`src/rtl/judge_pkg.sv`:
```
// Shared types and constants for the note judge: FSM states, per-lane points and lane indices.
package judge_pkg;

  typedef enum logic [1:0] {LOAD, WAIT, OPEN, DONE} judge_state_e;

  localparam int unsigned PTS_PERFECT = 3;
  localparam int unsigned PTS_GOOD    = 1;

  localparam int unsigned RED    = 0;
  localparam int unsigned GREEN  = 1;
  localparam int unsigned BLUE   = 2;
  localparam int unsigned YELLOW = 3;

  function automatic logic [2:0] popcount4(input logic [3:0] v);
    return 3'(v[RED]) + 3'(v[GREEN]) + 3'(v[BLUE]) + 3'(v[YELLOW]);
  endfunction

endpackage

```
`src/rtl/note_judge_if.sv`:
```
// Row/key inputs and judge results exchanged between the top and one note_judge instance.
interface note_judge_if #(
  parameter int unsigned Y_W     = 10,
  parameter int unsigned SCORE_W = 16,
  parameter int unsigned COMBO_W = 8
);
  logic [Y_W-1:0]     y_pos;
  logic [3:0]         command_in;
  logic [3:0]         keys;
  logic [SCORE_W-1:0] score;
  logic [COMBO_W-1:0] combo;
  logic               hit_pulse;
  logic               perfect_pulse;
  logic               miss_pulse;
  logic [3:0]         pending;

  modport master (
    output y_pos, command_in, keys,
    input  score, combo, hit_pulse, perfect_pulse, miss_pulse, pending
  );

  modport slave (
    input  y_pos, command_in, keys,
    output score, combo, hit_pulse, perfect_pulse, miss_pulse, pending
  );
endinterface

```
`src/rtl/key_edge.sv`:
```
// Per-lane 2-FF synchronizer followed by a registered rising-edge detector (one-cycle press).
module key_edge #(
  parameter int unsigned WIDTH = 4
) (
  input  logic             i_clk,
  input  logic             i_reset,
  input  logic [WIDTH-1:0] i_keys,
  output logic [WIDTH-1:0] o_press
);
  logic [WIDTH-1:0] r_sync1, r_sync2, r_last, r_press;

  always_ff @(posedge i_clk) begin
    if (i_reset) begin
      r_sync1 <= '0;
      r_sync2 <= '0;
      r_last  <= '0;
      r_press <= '0;
    end else begin
      r_sync1 <= i_keys;
      r_sync2 <= r_sync1;
      r_last  <= r_sync2;
      r_press <= r_sync2 & ~r_last;
    end
  end

  assign o_press = r_press;
endmodule

```
`src/rtl/note_judge.sv`:
```
// Judges one scrolling pattern row against the player's keys; tracks score, combo and pulses.
// Optional NOTE_JUDGE_GHOST_PENALTY_EN: each wrong-press lane costs one point (floor 0).
module note_judge
  import judge_pkg::*;
#(
  parameter int unsigned Y_W         = 10,
  parameter int unsigned HIT_Y       = 440,
  parameter int unsigned GOOD_WIN    = 16,
  parameter int unsigned PERFECT_WIN = 4,
  parameter int unsigned SCORE_W     = 16,
  parameter int unsigned COMBO_W     = 8
) (
  input logic        CLOCK_25,
  input logic        reset,
  note_judge_if.slave bus
);
  localparam logic [Y_W:0]       HitY     = (Y_W+1)'(HIT_Y);
  localparam logic [Y_W:0]       WinLo    = (Y_W+1)'(HIT_Y - GOOD_WIN);
  localparam logic [Y_W:0]       WinHi    = (Y_W+1)'(HIT_Y + GOOD_WIN);
  localparam logic [Y_W:0]       PerfWin  = (Y_W+1)'(PERFECT_WIN);
  localparam logic [SCORE_W+3:0] ScoreMax = (SCORE_W+4)'({SCORE_W{1'b1}});
  localparam logic [COMBO_W+2:0] ComboMax = (COMBO_W+3)'({COMBO_W{1'b1}});

  judge_state_e       r_state, w_state_next;
  logic [Y_W-1:0]     r_prev_y;
  logic [3:0]         r_pending, w_pending_next;
  logic [SCORE_W-1:0] r_score, w_score_add, w_score_next;
  logic [COMBO_W-1:0] r_combo, w_combo_next;
  logic               r_hit, r_perfect, r_miss;

  logic [3:0]         w_press, w_hit_lanes, w_wrong_lanes;
  logic               w_miss, w_wrap, w_in_win, w_past_win, w_perfect;
  logic [Y_W:0]       w_y_ext, w_dist;
  logic [2:0]         w_n_hits;
  logic [3:0]         w_pts;
  logic [SCORE_W+3:0] w_score_sum;
  logic [COMBO_W+2:0] w_combo_sum;

  key_edge #(.WIDTH(4)) u_key_edge (
    .i_clk   (CLOCK_25),
    .i_reset (reset),
    .i_keys  (bus.keys),
    .o_press (w_press)
  );

  assign w_y_ext    = {1'b0, bus.y_pos};
  assign w_wrap     = bus.y_pos < r_prev_y;
  assign w_in_win   = (w_y_ext >= WinLo) && (w_y_ext <= WinHi);
  assign w_past_win = w_y_ext > WinHi;
  assign w_dist     = (w_y_ext >= HitY) ? (w_y_ext - HitY) : (HitY - w_y_ext);
  assign w_perfect  = w_dist <= PerfWin;

  // State register
  always_ff @(posedge CLOCK_25) begin
    if (reset) begin
      r_state  <= LOAD;
      r_prev_y <= '0;
    end else begin
      r_state  <= w_state_next;
      r_prev_y <= bus.y_pos;
    end
  end

  // Next-state logic; a wrap always restarts the row.
  always_comb begin
    w_state_next = r_state;
    case (r_state)
      LOAD:       w_state_next = (bus.command_in == 4'b0) ? DONE : WAIT;
      WAIT, OPEN: begin
        if (w_pending_next == 4'b0) w_state_next = DONE;
        else if (w_in_win)          w_state_next = OPEN;
        else                        w_state_next = WAIT;
      end
      default:    w_state_next = r_state;
    endcase
    if (w_wrap) w_state_next = LOAD;
  end

  // Judgement: any press that does not clear a pending in-window lane is a wrong press.
  always_comb begin
    w_hit_lanes    = 4'b0;
    w_wrong_lanes  = w_press;
    w_miss         = 1'b0;
    w_pending_next = r_pending;
    case (r_state)
      LOAD:       w_pending_next = bus.command_in;
      WAIT, OPEN: begin
        if (w_in_win) begin
          w_hit_lanes    = w_press & r_pending;
          w_wrong_lanes  = w_press & ~r_pending;
          w_pending_next = r_pending & ~w_press;
        end else if (w_past_win && (r_pending != 4'b0)) begin
          w_miss         = 1'b1;
          w_pending_next = 4'b0;
        end
      end
      default:    w_pending_next = r_pending;
    endcase
  end

  // Scoring with saturation; the penalty (when enabled) lands after the hit addition.
  always_comb begin
    w_n_hits    = popcount4(w_hit_lanes);
    w_pts       = w_perfect ? 4'(PTS_PERFECT * w_n_hits) : 4'(PTS_GOOD * w_n_hits);
    w_score_sum = (SCORE_W+4)'(r_score) + (SCORE_W+4)'(w_pts);
    w_score_add = (w_score_sum > ScoreMax) ? r_score | {SCORE_W{1'b1}}
                                           : w_score_sum[SCORE_W-1:0];
`ifdef NOTE_JUDGE_GHOST_PENALTY_EN
    w_score_next = (w_score_add > SCORE_W'(popcount4(w_wrong_lanes)))
                   ? w_score_add - SCORE_W'(popcount4(w_wrong_lanes)) : '0;
`else
    w_score_next = w_score_add;
`endif
    w_combo_sum  = (COMBO_W+3)'(r_combo) + (COMBO_W+3)'(w_n_hits);
    w_combo_next = (w_combo_sum > ComboMax) ? {COMBO_W{1'b1}} : w_combo_sum[COMBO_W-1:0];
    if (w_miss || (w_wrong_lanes != 4'b0)) w_combo_next = '0;
  end

  always_ff @(posedge CLOCK_25) begin
    if (reset) begin
      r_pending <= 4'b0;
      r_score   <= '0;
      r_combo   <= '0;
      r_hit     <= 1'b0;
      r_perfect <= 1'b0;
      r_miss    <= 1'b0;
    end else begin
      r_pending <= w_pending_next;
      r_score   <= w_score_next;
      r_combo   <= w_combo_next;
      r_hit     <= w_hit_lanes != 4'b0;
      r_perfect <= (w_hit_lanes != 4'b0) && w_perfect;
      r_miss    <= w_miss;
    end
  end

  assign bus.score         = r_score;
  assign bus.combo         = r_combo;
  assign bus.hit_pulse     = r_hit;
  assign bus.perfect_pulse = r_perfect;
  assign bus.miss_pulse    = r_miss;
  assign bus.pending       = r_pending;
endmodule

```
`src/flat_wrapper.sv`:
```
// flat-port wrapper written by rule: the top's interface ports become plain ports
module note_judge_flat import judge_pkg::*;
#(
  parameter int unsigned Y_W         = 10,
  parameter int unsigned HIT_Y       = 440,
  parameter int unsigned GOOD_WIN    = 16,
  parameter int unsigned PERFECT_WIN = 4,
  parameter int unsigned SCORE_W     = 16,
  parameter int unsigned COMBO_W     = 8
)
  (CLOCK_25, reset, bus_y_pos, bus_command_in, bus_keys, bus_score, bus_combo, bus_hit_pulse, bus_perfect_pulse, bus_miss_pulse, bus_pending);
  note_judge_if #(.Y_W(Y_W), .SCORE_W(SCORE_W), .COMBO_W(COMBO_W)) bus_i ();
  input logic CLOCK_25;
  input logic reset;
  input wire logic [$bits(bus_i.y_pos)-1:0] bus_y_pos;
  input wire logic [$bits(bus_i.command_in)-1:0] bus_command_in;
  input wire logic [$bits(bus_i.keys)-1:0] bus_keys;
  output wire logic [$bits(bus_i.score)-1:0] bus_score;
  output wire logic [$bits(bus_i.combo)-1:0] bus_combo;
  output wire logic [$bits(bus_i.hit_pulse)-1:0] bus_hit_pulse;
  output wire logic [$bits(bus_i.perfect_pulse)-1:0] bus_perfect_pulse;
  output wire logic [$bits(bus_i.miss_pulse)-1:0] bus_miss_pulse;
  output wire logic [$bits(bus_i.pending)-1:0] bus_pending;
  assign bus_i.y_pos = bus_y_pos;
  assign bus_i.command_in = bus_command_in;
  assign bus_i.keys = bus_keys;
  assign bus_score = bus_i.score;
  assign bus_combo = bus_i.combo;
  assign bus_hit_pulse = bus_i.hit_pulse;
  assign bus_perfect_pulse = bus_i.perfect_pulse;
  assign bus_miss_pulse = bus_i.miss_pulse;
  assign bus_pending = bus_i.pending;
  note_judge #(.Y_W(Y_W), .HIT_Y(HIT_Y), .GOOD_WIN(GOOD_WIN), .PERFECT_WIN(PERFECT_WIN), .SCORE_W(SCORE_W), .COMBO_W(COMBO_W)) u_core (.CLOCK_25(CLOCK_25), .reset(reset), .bus(bus_i));
endmodule
```
`config.mk`:
```
export PLATFORM = sky130hd
export DESIGN_NAME = note_judge_flat
export DESIGN_NICKNAME = d
export VERILOG_FILES = /design/src/rtl/judge_pkg.sv /design/src/rtl/note_judge_if.sv /design/src/rtl/key_edge.sv /design/src/rtl/note_judge.sv /design/src/flat_wrapper.sv
export SDC_FILE = /design/constraint.sdc
export NUM_CORES = 1
export LEC_CHECK = 0
export ABC_CLOCK_PERIOD_IN_PS = 6800
export BUFFER_PORTS_ARGS = -buffer_cell sky130_fd_sc_hd__buf_2
export CAP_MARGIN = 25
export CORE_UTILIZATION = 30
export CTS_CLUSTER_DIAMETER = 30
export CTS_CLUSTER_SIZE = 24
export DETAILED_ROUTE_END_ITERATION = 16
export PLACE_DENSITY = 0.57
export SLEW_MARGIN = 20
export SYNTH_ARGS = -nofsm -noshare
export SYNTH_HDL_FRONTEND = slang
export SYNTH_SLANG_ARGS = --single-unit
```
`constraint.sdc`:
```
create_clock -name CLOCK_25 -period 6.8 [get_ports CLOCK_25]
set_input_delay 1.02 -clock CLOCK_25 [delete_from_list [all_inputs] [get_ports CLOCK_25]]
set_output_delay 1.02 -clock CLOCK_25 [all_outputs]
set_load 0.005 [all_outputs]
```
Word level (Yosys, flattened, before mapping)
Index checks and enable logic that the tools add are counted.
{ "word_totals": {"reg_bits": 59, "latchBits": 0, "ramBits": 0, "rom_bits": 0, "in_bits": 20, "output_inout_bits": 31, "elab_cells": 69, "memories": 0} }
{ "classes": {"add_sub_neg": 7, "mul": 1, "n_div": 0, "magnitude_cmp": 8, "eq_ne": 2, "shift": 0, "muxes": 18, "bitwise_logic": 7, "reduce_logical": 14} }
{ "op_table": {"columns": ["op", "n"], "rows": [
  ["4-bit 2-to-1 mux", 7],
  ["10-bit by 9-bit >= comparator with 1-bit output, second input constant", 2],
  ["20-bit by 16-bit greater-than comparator with 1-bit output, second input constant", 1],
  ["16-bit by 4-bit adder with 17-bit output", 1],
  ["4-bit AND", 4],
  ["16-bit 2-to-1 mux", 1],
  ["4-bit NOT", 3],
  ["4-bit nonzero test", 3],
  ["11-bit by 8-bit greater-than comparator with 1-bit output, second input constant", 1],
  ["11-bit by 3-bit <= comparator with 1-bit output, second input constant", 1],
  ["11-bit 2-to-1 mux", 1],
  ["10-bit by 9-bit subtractor with 11-bit output, second input constant", 1],
  ["9-bit by 10-bit subtractor with 11-bit output, first input constant", 1],
  ["10-bit by 9-bit greater-than comparator with 1-bit output, second input constant", 1],
  ["10-bit by 9-bit <= comparator with 1-bit output, second input constant", 1],
  ["10-bit less-than comparator", 1],
  ["8-bit by 3-bit adder with 9-bit output", 1],
  ["4-bit logical NOT", 2],
  ["8-bit 2-to-1 mux", 1],
  ["4-bit case mux with 2 select lines", 1],
  ["3-bit by 1-bit adder with 3-bit output", 2],
  ["2-bit 2-to-1 mux", 3],
  ["2-bit OR reduction", 3],
  ["2-bit by 3-bit multiplier with 4-bit output, first input constant", 1],
  ["other kinds (9)", 13]
]} }

Longest topological paths before layout
{ "logic_depth": {"word_depth": 12, "mapped_depth": 21, "mapped_depth_nobuf": 21} }

Modules after synthesis
From an unflattened synthesis, not the netlist that was laid out.
{ "hier_totals": {"hier_cells": 370, "hier_area_um2": 3344.5} }
{ "by_module_without_submodules": {"columns": ["mod", "instances", "cells_per_inst", "area_per_inst_um2", "seq_area_each_um2"], "rows": [
  ["note_judge", 1, 337, 2882.8, 860.8],
  ["key_edge", 1, 33, 461.7, 320.3]
]} }

Least setup slack after synthesis
OpenSTA, ideal clock, no wires.
{ "synth_path": {"path_type": "input port to flip-flop", "from": "in bus_y_pos[0]", "to": "reg u_core.r_score[10] (netlist: u_core.bus.score[10])", "setup_time_ns": 0.070, "arrival_ns": 5.414, "t_required_ns": 6.730, "setup_slack_ns": 1.316, "cell_stages": 17, "n_path_buf": 1, "cell_sequence": "o31a_1 -> o311ai_4 -> nand3b_4 -> nor2_1 -> and3_1 -> ha_1 -> inv_1 -> fa_1 -> fa_1 -> mux2_4 -> fa_1 -> nor2b_1 -> o21ai_0 -> nand2_1 -> or4b_2 -> clkbuf_1 -> a21oi_1"} }
{ "synth_via": {"elab_chain_len": 12, "word_cells_on_any_way": 18, "classes_between": "add/sub: 6; mul: 1; order compare: 5; mux: 5; reduce/logical: 1"} }
{ "synth_lines": {"columns": ["item", "line_no", "text"], "rows": [
  ["from (decl)", "flat_wrapper.sv:15", "input wire logic [$bits(bus_i.y_pos)-1:0] bus_y_pos;"],
  ["10-bit by 9-bit >= comparator with 1-bit output / 10-bit by 9-bit <= comparator with 1-bit output (equally long branches)", "note_judge.sv:48", "assign w_in_win = (w_y_ext >= WinLo) && (w_y_ext <= WinHi);"],
  ["1-bit logical AND", "note_judge.sv:48", null],
  ["4-bit 2-to-1 mux", "note_judge.sv:88", "if (w_in_win) begin"],
  ["4-bit 2-to-1 mux", "note_judge.sv:85", "case (r_state)"],
  ["1-bit by 1-bit adder with 2-bit output", "judge_pkg.sv:15", "return 3'(v[RED]) + 3'(v[GREEN]) + 3'(v[BLUE]) + 3'(v[YELLOW]);"],
  ["3-bit by 1-bit adder with 3-bit output (2 in series)", "judge_pkg.sv:15", null],
  ["2-bit by 3-bit multiplier with 4-bit output", "note_judge.sv:104", "w_pts = w_perfect ? 4'(PTS_PERFECT * w_n_hits) : 4'(PTS_GOOD * w_n_hits);"],
  ["4-bit 2-to-1 mux (*)", "note_judge.sv:104", null],
  ["16-bit by 4-bit adder with 17-bit output (*)", "note_judge.sv:105", "w_score_sum = (SCORE_W+4)'(r_score) + (SCORE_W+4)'(w_pts);"],
  ["20-bit by 16-bit greater-than comparator with 1-bit output", "note_judge.sv:106", "w_score_add = (w_score_sum > ScoreMax) ? r_score | {SCORE_W{1'b1}}"],
  ["16-bit 2-to-1 mux (*)", "note_judge.sv:106", null],
  ["to (signal assigned)", "note_judge.sv:129", "r_score <= w_score_next;"],
  ["to (decl)", "note_judge.sv:27", "logic [SCORE_W-1:0] r_score, w_score_add, w_score_next;"]
]} }
Every way passes the cells marked *; elsewhere a longest branch is shown, timed or not.
A chain may end at the register's enable or synchronous reset.

Worst setup path after layout
{ "layout_path": {"from": "in bus_y_pos[0]", "to": "reg u_core.r_score[8] (netlist: u_core.bus.score[8])"} }
The elaborated chain is that of the path after synthesis.

==> results.md <==
* CTS resizes at 0
* Clk_skew at 0.01086 ns
* Total power at 0.0008152 W
* Yosys cell types at 60
* Area of the core at 10,840 sq um
* Asr flop ratio synth at 0%
* CTS Root Cell: clkbuf_8
* Die ar. at 11,510 sq um
* Most common cell after layout, fill and taps aside: dfxtp_1
* Reg2reg path depth at 17
* Final setup violation count at 0
* H-tree depth at 3
* GRT Overall Usage at 13.26%
* Worst EP arrival at 5.92 ns
* Cells after Synth at 367
* Remaining antenna violation count at 0
* Fill cells at 1,122
* Most frequent cells in the layout: dfxtp_1, buf_2, inv_1
* WS Path Type: in2reg
* Peak VDD IR at 0.00009865 V
* Final Hold Fails at 0
* Synth area leader: dfxtp_1
* Initial antenna violation count at 0
* Gpl congestion at 0.8466
* Hold WS at 0.3874 ns
* Average cell area after synthesis at 9.062 sq um
* Worst EP required at 7.07 ns
* Slew HR at 41.19%
* Final Slew Violations at 0
* Max clock buf depth at 2
* Ranking of synthesized cells by area: dfxtp_1, ha_1, nor2b_1
* Post-CTS setup repair buffer count at 0
* Clock transition at the registers of the reported paths at 0.07 ns
* CTS buffer count at 9
* Area Overhead vs Synth at 17.27%
* R2r startpoint: u_core.r_state[0]
* Pre-Repair DR Iteration Count at 4
* 1st-iter DRT viols at 138
* HP Class: reg2reg
* Power per standard cell area at 209.0 nW/um^2
* Sequential area share after synthesis at 35.52%
* Yosys reg bits at 59
* FF-to-FF End: u_core.bus.score[8]
* Layout Nets at 464
* CTS sink cnt at 59
* GRT overflow at 0
* Final Cycle Share at 83.02%
* Area share of the largest cell type after synthesis at 35.52%
* Placed Cells incl. Taps at 542
* R2R Setup Slk at 1.87 ns
* Largest net degree at the start of global routing at 48
* DRC at 0
* First-pass GRT wire length at 12,080 um
* Final min period at 5.645 ns
* I/O pin count at 51
* Max Cap Viol at 0
* Worst slew pin tran at 0.8822 ns
* Non-Filler Instances at 558
* EDFF count, synth at 0
* CP Capture Point: u_core.bus.score[8]
* Multi-input gate area at 1939 sq um
* Routed len/inst at 12.68 um
* Startpoint Class: input port
* Setup TNS at 0 ns
* Hold-fix buffers at CTS at 0
* Leak Pwr at 1.689 nW
* RSZ-0062 raised after global routing: false
* Hpwl dp at 5131 um
* DIE HEIGHT at 107.3 um
* CP Max Fanout at 13
* Cell area after synthesis at 3326 sq um
* Initial Util at 30.68%
* IO Port Bufs at 50
* Yosys Warn Count at 0
* Worst setup path startpoint: bus_y_pos[0]
* Reg area at 1181 sq um
* Die width at 107.3 um
* Layout cells sized above 1 at 18.42%
* N_diodes at 0
* Vias per Instance at 4.916
* Vias in the first global route at 2,543
* CTS tree: yes
* Clock latency on the worst-skew pair at 0.34 ns
* Cell Rows at 38
* Crit end category: flip-flop
* Routed WL at 7077 um
* Outcome: completed
* Vias at 2,743
* Fmax at 0.1771 GHz
* Syn_nets at 418
* Main synth FF type: dfxtp_1
[cell type report]
cell class / instances / area share, %
clock inverters: 6 / 2.278
multi-input cells: 259 / 49.73
clock buffers: 10 / 3.529
repair buffers: 50 / 6.416
flip-flops and latches: 59 / 30.29
well taps: 140 / 4.491
inverters: 34 / 3.272
[metal layers]
metal	track usage [%]	vias up	share of wire [%]	routed length (um)
li1	-	1392	-	-
met1	17.81	1257	49	3475
met2	19.77	80	43	3030
met3	2.724	14	5.3	375
met4	7.241	0	2.8	195
met5	0	-	0	0
[Yosys cell counts (3+ instances only)]
cell type  instances
a21oi_1           28
nor2b_1           30
a21o_1            10
nand2b_1           4
nand2_1           19
o21ai_0            9
and3_1             5
nand3_1            8
o31ai_1            4
xnor2_1            9
nor2_1            19
fa_1               5
ha_1              26
nor3_1             8
nand4_1            3
mux2i_1            3
o31a_1             3
inv_1             34
a211oi_1           9
clkbuf_1           8
buf_2              5
dfxtp_1           59
a31oi_1            5
xor2_1             7
a22oi_1            3
[critical path: stages]
cell and delay [ns]:
buf_2 0.14, o31a_1 0.35, o311ai_4 0.29, nand3b_4 0.16, nor2_1 0.32, and3_1 0.24, ha_1 0.23, inv_1 0.07
fa_1 0.47, fa_1 0.46, mux2_4 0.29, fa_1 0.42, nor2b_1 0.12, o21ai_0 0.11, nand2_1 0.16, or4b_2 0.79
o21a_1 0.17, nor2_1 0.07
[flip-flops by register name, summed over array words and instances, names as in the netlist]
signal and flops:
u_core.bus.miss_pulse 1, u_core.u_key_edge.o_press 4, u_core.bus.perfect_pulse 1, u_core.bus.combo 8
u_core.u_key_edge.r_sync2 4, u_core.u_key_edge.r_sync1 4, u_core.r_state 2, u_core.bus.hit_pulse 1
u_core.u_key_edge.r_last 4, u_core.r_prev_y 10, u_core.bus.pending 4, u_core.bus.score 16
[metrics by stage]
stage	worst slack, ns	utilization (%)	area, sq um
3_3_place_gp	0.9320	33.89	3674
6_report	1.155	35.98	3900
2_1_floorplan	1.316	-	3326
4_1_cts	1.154	35.98	3900
5_1_grt	0.8097	35.98	3900
3_5_place_dp	0.7950	33.89	3674
[report_power, final]
part           switching [W]  internal (W)
clock               0.000147      0.000216
sequential        0.00000588      0.000356
combinational      0.0000536     0.0000365
[logic make-up after synthesis]
logic type               count (synthesis)  synth area share (%)
AO/OA/AOI/OAI                           98                 21.07
XOR/XNOR                                16                 4.214
adder cells (fa/ha/maj)                 31                 12.79
buffers and inverters                   49                 6.170
flip-flops                              59                 35.52
multiplexers                             6                 2.145
AND/OR/NAND/NOR                        108                 18.10
[how the worst min path moves through the flow]
stage | slack (ns) | depth (start not counted) | from | endpoint
floorplan | 0.37 | 1 | u_core.u_key_edge.r_last[0] | u_core.u_key_edge.o_press[0]
global placement | 0.37 | 1 | u_core.u_key_edge.r_last[0] | u_core.u_key_edge.o_press[0]
detailed placement | 0.38 | 1 | u_core.u_key_edge.r_last[2] | u_core.u_key_edge.o_press[2]
CTS | 0.39 | 1 | u_core.u_key_edge.r_last[2] | u_core.u_key_edge.o_press[2]
global route | 0.40 | 1 | u_core.u_key_edge.r_last[0] | u_core.u_key_edge.o_press[0]
finish | 0.39 | 1 | u_core.u_key_edge.r_last[2] | u_core.u_key_edge.o_press[2]
(Power assumes the default switching activity.)
